[src/rtl/generador_sensores.sv]
`default_nettype none
// ============================================================================
// Module      : generador_sensores
// Description : Vehicle sensor-pattern generator. On start it plays a
//               four-phase A/B sensor sequence (entry or exit), each phase held
//               for dwell+1 cycles, then pulses done. abort cancels a running
//               sequence and pulses aborted.
//               Optional feature macro GEN_BACKOUT_EN: a vehicle reversing at
//               the AB phase (backout sampled on the edge ending PH2) replays
//               PH1 and then 00 before returning to idle with an aborted pulse.
// Revision    : 1.0 - initial release
// ============================================================================
module generador_sensores #(
    parameter int DWELL_W = 8
) (
    input  logic               clk,
    input  logic               reset,
    input  logic               start,
    input  logic               dir,
    input  logic [DWELL_W-1:0] dwell,
    input  logic               abort,
    input  logic               backout,
    output logic [1:0]         sensor,
    output logic               busy,
    output logic               done,
    output logic               aborted
);

    typedef enum logic [2:0] {
        ST_IDLE = 3'd0,
        ST_PH1  = 3'd1,
        ST_PH2  = 3'd2,
        ST_PH3  = 3'd3,
        ST_PH4  = 3'd4
`ifdef GEN_BACKOUT_EN
        ,
        ST_RB1  = 3'd5,
        ST_RB2  = 3'd6
`endif
    } state_t;

    localparam logic [DWELL_W-1:0] c_cnt_one = {{(DWELL_W-1){1'b0}}, 1'b1};

    state_t             state_q, state_d;
    logic [DWELL_W-1:0] cnt_q, cnt_d;
    logic [DWELL_W-1:0] dwell_q, dwell_d;
    logic               dir_q, dir_d;
    logic [1:0]         sensor_q, sensor_d;
    logic               busy_q, busy_d;
    logic               done_q, done_d;
    logic               aborted_q, aborted_d;

`ifndef GEN_BACKOUT_EN
    // backout has no effect unless the reversing feature is built
    logic backout_unused;
    assign backout_unused = backout;
`endif

    // Sensor pattern for a state; exit sequence is the entry one with A/B swapped
    function automatic logic [1:0] phase_pattern(input state_t s, input logic d);
        logic [1:0] p;
        case (s)
            ST_PH1:  p = 2'b10;
`ifdef GEN_BACKOUT_EN
            ST_RB1:  p = 2'b10;
`endif
            ST_PH2:  p = 2'b11;
            ST_PH3:  p = 2'b01;
            default: p = 2'b00;
        endcase
        return d ? {p[0], p[1]} : p;
    endfunction

    // Next-state logic: start in idle, abort first, then dwell countdown, then advance
    always_comb begin
        state_d   = state_q;
        cnt_d     = cnt_q;
        dwell_d   = dwell_q;
        dir_d     = dir_q;
        sensor_d  = sensor_q;
        busy_d    = busy_q;
        done_d    = 1'b0;
        aborted_d = 1'b0;

        if (state_q == ST_IDLE) begin
            // abort is irrelevant here, so start alone decides
            if (start) begin
                dir_d    = dir;
                dwell_d  = dwell;
                cnt_d    = dwell;
                state_d  = ST_PH1;
                sensor_d = phase_pattern(ST_PH1, dir);
                busy_d   = 1'b1;
            end
        end else if (abort) begin
            state_d   = ST_IDLE;
            cnt_d     = '0;
            sensor_d  = 2'b00;
            busy_d    = 1'b0;
            aborted_d = 1'b1;
        end else if (cnt_q != '0) begin
            cnt_d = cnt_q - c_cnt_one;
        end else begin
            cnt_d = dwell_q;
            case (state_q)
                ST_PH1: state_d = ST_PH2;
`ifdef GEN_BACKOUT_EN
                ST_PH2: state_d = backout ? ST_RB1 : ST_PH3;
                ST_RB1: state_d = ST_RB2;
                ST_RB2: begin
                    state_d   = ST_IDLE;
                    aborted_d = 1'b1;
                end
`else
                ST_PH2: state_d = ST_PH3;
`endif
                ST_PH3: state_d = ST_PH4;
                ST_PH4: begin
                    state_d = ST_IDLE;
                    done_d  = 1'b1;
                end
                default: state_d = ST_IDLE;
            endcase
            if (state_d == ST_IDLE) begin
                cnt_d  = '0;
                busy_d = 1'b0;
            end
            sensor_d = phase_pattern(state_d, dir_q);
        end
    end

    // State and output registers, cleared asynchronously by active-low reset
    always_ff @(posedge clk or negedge reset) begin
        if (!reset) begin
            state_q   <= ST_IDLE;
            cnt_q     <= '0;
            dwell_q   <= '0;
            dir_q     <= 1'b0;
            sensor_q  <= 2'b00;
            busy_q    <= 1'b0;
            done_q    <= 1'b0;
            aborted_q <= 1'b0;
        end else begin
            state_q   <= state_d;
            cnt_q     <= cnt_d;
            dwell_q   <= dwell_d;
            dir_q     <= dir_d;
            sensor_q  <= sensor_d;
            busy_q    <= busy_d;
            done_q    <= done_d;
            aborted_q <= aborted_d;
        end
    end

    assign sensor  = sensor_q;
    assign busy    = busy_q;
    assign done    = done_q;
    assign aborted = aborted_q;

endmodule
`default_nettype wire
[config.mk]
export PLATFORM = sky130hd
export DESIGN_NAME = generador_sensores
export DESIGN_NICKNAME = d
export VERILOG_FILES = /design/src/rtl/generador_sensores.sv
export SDC_FILE = /design/constraint.sdc
export NUM_CORES = 1
export LEC_CHECK = 0
export BUFFER_PORTS_ARGS = -buffer_cell sky130_fd_sc_hd__buf_4
export CORE_MARGIN = 2
export CORE_UTILIZATION = 53
export CTS_BUF_LIST = sky130_fd_sc_hd__clkbuf_2
export DETAILED_ROUTE_END_ITERATION = 12
export GPL_ROUTABILITY_DRIVEN = 0
export PLACE_DENSITY = 0.85
export SYNTH_ARGS = -nofsm -noshare
export SYNTH_HDL_FRONTEND = slang
export SYNTH_SLANG_ARGS = --single-unit
[constraint.sdc]
create_clock -name clk -period 1.65 [get_ports clk]
set_input_delay 0.0825 -clock clk [delete_from_list [all_inputs] [get_ports clk]]
set_output_delay 0.0825 -clock clk [all_outputs]
set_load 0.02 [all_outputs]
==> summary.md, run 1 <==
| Metric | Value |
|---|---|
| Io pins | 19 |
| Starting Density | 0.547 |
| Min Hold Slack | 0.117 ns |
| Clock Latency Late Sink | 0.36 ns |
| Chip Height | 56.9 um |
| Largest net degree at the start of global routing | 26 |
| H-tree levels | 1 |
| Syn Std Cell Area | 1480 um2 |
| Asr flop ratio synth | 1.00 |
| Hold crit path type | input port to async pin |
| Layout area overhead | 39.9% |
| Share of layout cells above drive strength 1 | 0.434 |
| Worst setup margin | -0.267 ns |
| Most numerous cell in the Yosys netlist | dfrtp_1 |
| Synth warnings | 0 |
| Syn Area/Cell | 10.2 um2 |
| Vias | 1420 |
| WL per Instance | 19.0 um |
| Synth Instances | 145 |
| #FFs+latches synth | 25 |
| Delay-heaviest family, CP | simple AND/OR/NAND/NOR gates |
| Initial antenna violation count | 0 |
| Via density | 6.26 |
| Synth top cells by count | 25 x dfrtp_1, 13 x nor2_1, 12 x mux2_2, 9 x a21oi_1 |
| Fin. max-slew vios | 0 |
| Die area | 3230 um2 |
| Inserted Clock Buffers | 3 |
| Global route overflow | 0 |
| Inst Count DP | 208 |
| Pre-antenna DRT Iters | 4 |
| Die width | 56.9 um |
| # port buffers | 17 |
| Status | finished, violations left |
| Syn nets | 161 |
| Root buffer cell | clkbuf_2 |
| Post-route setup TNS | -2.38 ns |
| Crit path DAT | 2.21 ns |
| N_diodes | 0 |
| IR Drop Worst-Case VDD | 1420 uV |
| Buf+Inv Stages, Crit Path | 2 |
| CP max stage delay | 0.53 ns |
| Least-Margin Pin Slew | 0.488 ns |
| Residual DRC | 0 |
| Clk sinks | 25 |
| Max Fanout on Critical Path | 5 |
| Tmin final | 1.92 ns |
| GRT Total Usage | 0.269 |
| CTS tree | done |
| WL final | 4320 um |
| Final setup fails | 15 |
| Count of cell types in the netlist | 49 |
| Max Root-Sink Buffers | 2 |
| Core area | 2710 um2 |
| Dpl hpwl | 2590 um |
| Nets | 213 |
| PwrDens | 1690 nW/um2 |
| Dpl ws | -0.232 ns |
| RSZ-0062 raised after global routing | true |
| Leak pwr | 0.908 nW |
| Tcrit/Tclk final | 1.16 |
| Rel. slew slack | 0.673 |
| Worst R2R Setup Slack | -0.27 ns |
| Non-Filler Instances | 227 |
| Seq/Total Area, Yosys | 0.422 |
| Biggest area consumer among synthesized cells | dfrtp_1 |
| First-pass GRT wire length | 6730 um |
| Failing checks | negative setup slack |
| Final hold violation count | 0 |
| Crit-path cells | inv_2 > ha_4 > or4b_4 > buf_4 > nor2_4 > a31oi_1 > o22ai_1 |
| Slowest stage cell, crit path | or4b_4 |
| Vias in the first global route | 1489 |
| Worst-path clk slew | 0.23 ns |
| CP endpoint kind | flop |
| Total power | 0.00351 W |
| Number of synthesized flops with an enable pin | 0 |
| Post-synth top flop | dfrtp_1 |
| Detail Route Antenna Nets | 0 |
| Area share of the largest cell type after synthesis | 0.422 |
| Skew final | 0.0107 ns |
| Iteration-0 DRC Markers | 47 |
| Fmax | 522 MHz |
| Max cap viols | 0 |
| Crit Path Class | flop to flop |
| Row Count | 19 |
| Top cells by area, synth | dfrtp_1 42%, mux2_2 9.1%, mux2i_1 3.4% |
| Crit start category | flop |
| Critical Path RT | 1.94 ns |
==> final cells by class <==
class	instances	area, um2
Multi-Input combinational cell	109	941
Fill cell	166	637
Sequential cell	25	626
Timing Repair Buffer	53	429
Tap cell	31	38.8
Clock buffer	4	20.0
Inverter	5	18.8
==> flip-flops by register name (all words and copies together) (netlist names) <==
name	count
dwell_q	8
done	1
cnt_q	8
state_q	3
busy	1
sensor	2
dir_q	1
aborted	1
==> cells by family after synthesis <==
logic type | after synthesis | synth area share
flip-flops | 25 | 0.422
AO/OA/AOI/OAI | 38 | 0.174
buffers and inverters | 11 | 0.0304
AND/OR/NAND/NOR | 51 | 0.226
multiplexers | 17 | 0.125
XOR/XNOR | 1 | 0.00591
adder cells (fa/ha/maj) | 2 | 0.0169
==> layout by cell type, fill, tap and decap left out, types with 2 or more instances in the layout <==
| cell type | count |
|---|---|
| dlygate4sd3_1 | 11 |
| or2_2 | 2 |
| nor3_4 | 2 |
| nor4b_4 | 2 |
| a211oi_2 | 2 |
| nand2_1 | 4 |
| o21ai_0 | 2 |
| nand2b_1 | 4 |
| a21o_1 | 3 |
| mux2_4 | 2 |
| mux2_2 | 10 |
| dfrtp_1 | 25 |
| mux2i_1 | 5 |
| a21oi_1 | 7 |
| clkbuf_2 | 4 |
| nor2_1 | 11 |
| inv_1 | 3 |
| inv_2 | 2 |
| o22ai_1 | 3 |
| nor2b_1 | 4 |
| nor3_1 | 3 |
| buf_4 | 41 |
| a31oi_1 | 4 |
==> final timing paths <==
kind | from | end | depth (start not counted)
worst min-delay path | reset | dir_q | 2
min in group clk | start | cnt_q[3] | 3
worst max-delay path | cnt_q[0] | cnt_q[1] | 7
worst max register to register | cnt_q[0] | cnt_q[1] | 7
worst min register to register | busy | busy | 1
max in group asynchronous | reset | cnt_q[7] | 2
==> per-stage QoR <==
stage	instance area, um2	util
after global routing	2070	0.765
after floorplan	1510	-
after CTS	2000	0.738
after global placement	1800	0.664
after detailed placement	1800	0.664
final	2070	0.765
==> layer usage <==
layer / part of all wire / GRT usage / vias to the layer above
li1: - / - / 646
met1: 0.43 / 0.354 / 692
met2: 0.48 / 0.415 / 60
met3: 0.052 / 0.0484 / 22
met4: 0.038 / 0.153 / 0
met5: 0 / 0 / -
==> power by group <==
group / internal [W] / switching, W
clock: 0.0000640 / 0.000184
combinational: 0.00111 / 0.00109
sequential: 0.000857 / 0.000203
total: 0.00203 / 0.00148
==> repair_timing <==
| action | in CTS | in global routing |
|---|---|---|
| hold buffers | 11 | 0 |
| resized for setup | 13 | 12 |
| pin swaps | 6 | 12 |
| endpoints found under the hold margin | 37 | 0 |
| setup buffers | 2 | 2 |
| endpoints found under the setup margin | 14 | 15 |
(Power assumes the default switching activity.)
==> run 2, diff against run 1 <==
--- a/config.mk
+++ b/config.mk
@@ -6,7 +6,7 @@
 export NUM_CORES = 1
 export LEC_CHECK = 0
 export BUFFER_PORTS_ARGS = -buffer_cell sky130_fd_sc_hd__buf_4
-export CORE_MARGIN = 2
+export CORE_MARGIN = 5
 export CORE_UTILIZATION = 53
 export CTS_BUF_LIST = sky130_fd_sc_hd__clkbuf_2
 export DETAILED_ROUTE_END_ITERATION = 12
==> constraint.sdc (replaced) <==
create_clock -name clk -period 1.65 [get_ports clk]
set_input_delay 0.165 -clock clk [delete_from_list [all_inputs] [get_ports clk]]
set_output_delay 0.165 -clock clk [all_outputs]
set_load 0.02 [all_outputs]
==> run 2 against run 1 <==
The flow still finishes with violations (negative setup slack); final area decreased by 0.54%; non-clock buffer count decreased by 3; count of clock-buffer cells in the layout decreased by 1; core utilization decreased by 0.42 points; via count increased by 0.28%; sequential share of layout area increased by 0.16 points; clock skew decreased by 0.0088 ns; sequential cell count unchanged; die area increased by 22%; setup slack got worse by 0.020 ns; first-iteration DRC count increased by 68%; fmax decreased by 1.0%.
==> summary.md, run 2 (synthesis results as in run 1) <==
| Metric | Value |
|---|---|
| Detail Route Antenna Nets | 0 |
| Vias in the first global route | 1414 |
| Max Fanout on Critical Path | 5 |
| Global route overflow | 0 |
| Fmax | 516 MHz |
| PwrDens | 1730 nW/um2 |
| CP endpoint kind | flop |
| Tcrit/Tclk final | 1.17 |
| N_diodes | 0 |
| Largest registers | cnt_q x8, dwell_q x8, state_q x3 |
| WL per Instance | 19.5 um |
| Worst-path clk slew | 0.23 ns |
| First-pass GRT wire length | 6560 um |
| Final hold violation count | 0 |
| Iteration-0 DRC Markers | 79 |
| Status | finished, violations left |
| Rel. slew slack | 0.677 |
| Reg power frac | 0.299 |
| CTS tree | done |
| Share of layout cells above drive strength 1 | 0.456 |
| Core Util, Final | 0.761 |
| Hold_sp | dir |
| Root buffer cell | clkbuf_2 |
| RSZ-0062 raised after global routing | true |
| Largest net degree at the start of global routing | 26 |
| Hold Path Depth | 2 |
| Worst setup margin | -0.287 ns |
| Critical Path Start | cnt_q[0] |
| Inserted Clock Buffers | 3 |
| R2R depth | 7 |
| Via density | 6.36 |
| Die area | 3950 um2 |
| Crit Path Class | flop to flop |
| Crit start category | flop |
| Leak pwr | 0.904 nW |
| Logic pwr share | 0.633 |
| Pint | 0.00206 W |
| Most frequent cells in the layout | 39 x buf_4, 25 x dfrtp_1, 12 x nor2_1 |
| Hold crit path type | input port to flop |
| Row Count | 19 |
| Max cap viols | 0 |
| Dpl ws | -0.189 ns |
| Clock power frac | 0.068 |
| GRT Total Usage | 0.204 |
| WL final | 4380 um |
| Core area | 2710 um2 |
| Pre-antenna DRT Iters | 4 |
| Layout area overhead | 39.2% |
| Area of the multi-input gates | 951 um2 |
| Inst Count DP | 209 |
| Initial antenna violation count | 0 |
| Chip Height | 62.9 um |
| Sw frac | 0.424 |
| Dpl hpwl | 2680 um |
| Non-Filler Instances | 224 |
| Fin. max-slew vios | 0 |
| Critical Path RT | 1.91 ns |
| Failing checks | negative setup slack |
| Commonest non-fill, non-tap cell in the layout | buf_4 |
| R2R Path Start | cnt_q[0] |
| Residual DRC | 0 |
| Max Root-Sink Buffers | 2 |
| Nets | 210 |
| Register area | 626 um2 |
| Io pins | 19 |
| Die width | 62.9 um |
| H-tree levels | 1 |
| # port buffers | 17 |
| Tmin final | 1.94 ns |
| Vias | 1424 |
| Final setup fails | 15 |
| Psw | 0.00151 W |
| Clock Latency Late Sink | 0.35 ns |
| Least-Margin Pin Slew | 0.481 ns |
| Crit path DAT | 2.20 ns |
| Skew final | 0.00189 ns |
| Fillers | 166 |
| Clk sinks | 25 |
| Starting Density | 0.547 |
| IR Drop Worst-Case VDD | 1460 uV |
-- run 2: per-layer routing --
layer | routed length, um | up-vias | track usage | part of all wire
met5 | 0 | - | 0 | 0
met4 | 153 | 0 | 0.109 | 0.035
met3 | 276 | 18 | 0.0450 | 0.063
met2 | 2180 | 80 | 0.322 | 0.50
met1 | 1770 | 688 | 0.256 | 0.40
li1 | - | 638 | - | -
-- run 2: critical path, cell delays in order (launching register included) --
cell	delay, ns
dfrtp_1	0.46
buf_4	0.14
buf_4	0.14
nor4_1	0.33
buf_4	0.21
nand2_1	0.06
a221oi_1	0.38
a211oi_2	0.12
-- run 2: final cells by class --
cell class,instances,share of cell area
Multi-Input combinational cell,109,0.461
Sequential cell,25,0.303
Timing Repair Buffer,50,0.198
Tap cell,31,0.0188
Inverter,5,0.00910
Clock buffer,3,0.00728
Clock inverter,1,0.00243
-- run 2: final timing paths --
check / slack, ns / endpoint
worst max-delay path: -0.29 / cnt_q[7]
worst min-delay path: 0.04 / dir_q
worst max register to register: -0.29 / cnt_q[7]
worst min register to register: 0.53 / busy
max in group asynchronous: 1.19 / dwell_q[7]
min in group asynchronous: 0.22 / sensor[0]
-- run 2: repair_timing --
| item | CTS | global route |
|---|---|---|
| hold endpoints to repair | 25 | 6 |
| setup endpoints to repair | 14 | 15 |
| gates resized for setup | 18 | 12 |
| buffers inserted | 1 | 3 |
| pin swaps | 6 | 15 |
| hold buffers | 1 | 6 |
| gates cloned | 0 | 0 |
-- run 2: metrics by stage --
| step | power (W) | area (um2) | hold slack (ns) | setup TNS, ns |
|---|---|---|---|---|
| 6_report | 0.00357 | 2060 | 0.0430 | -2.34 |
| 5_1_grt | 0.00377 | 2060 | 0.0107 | -3.11 |
| 4_1_cts | 0.00329 | 1920 | 0.0170 | -1.58 |
| 3_5_place_dp | 0.00284 | 1810 | 0.0898 | -1.42 |
| 3_3_place_gp | 0.00275 | 1810 | 0.0811 | -0.719 |
| 2_1_floorplan | 0.00215 | 1510 | -0.131 | -0.505 |
-- run 2: power by group through the flow --
stage | combinational [W] | sequential [W] | clock [W]
floorplan | 0.00105 | 0.00110 | 0
global placement | 0.00172 | 0.00103 | 0
detailed placement | 0.00179 | 0.00105 | 0
CTS | 0.00199 | 0.00104 | 0.000251
global route | 0.00238 | 0.00110 | 0.000285
finish | 0.00226 | 0.00107 | 0.000243
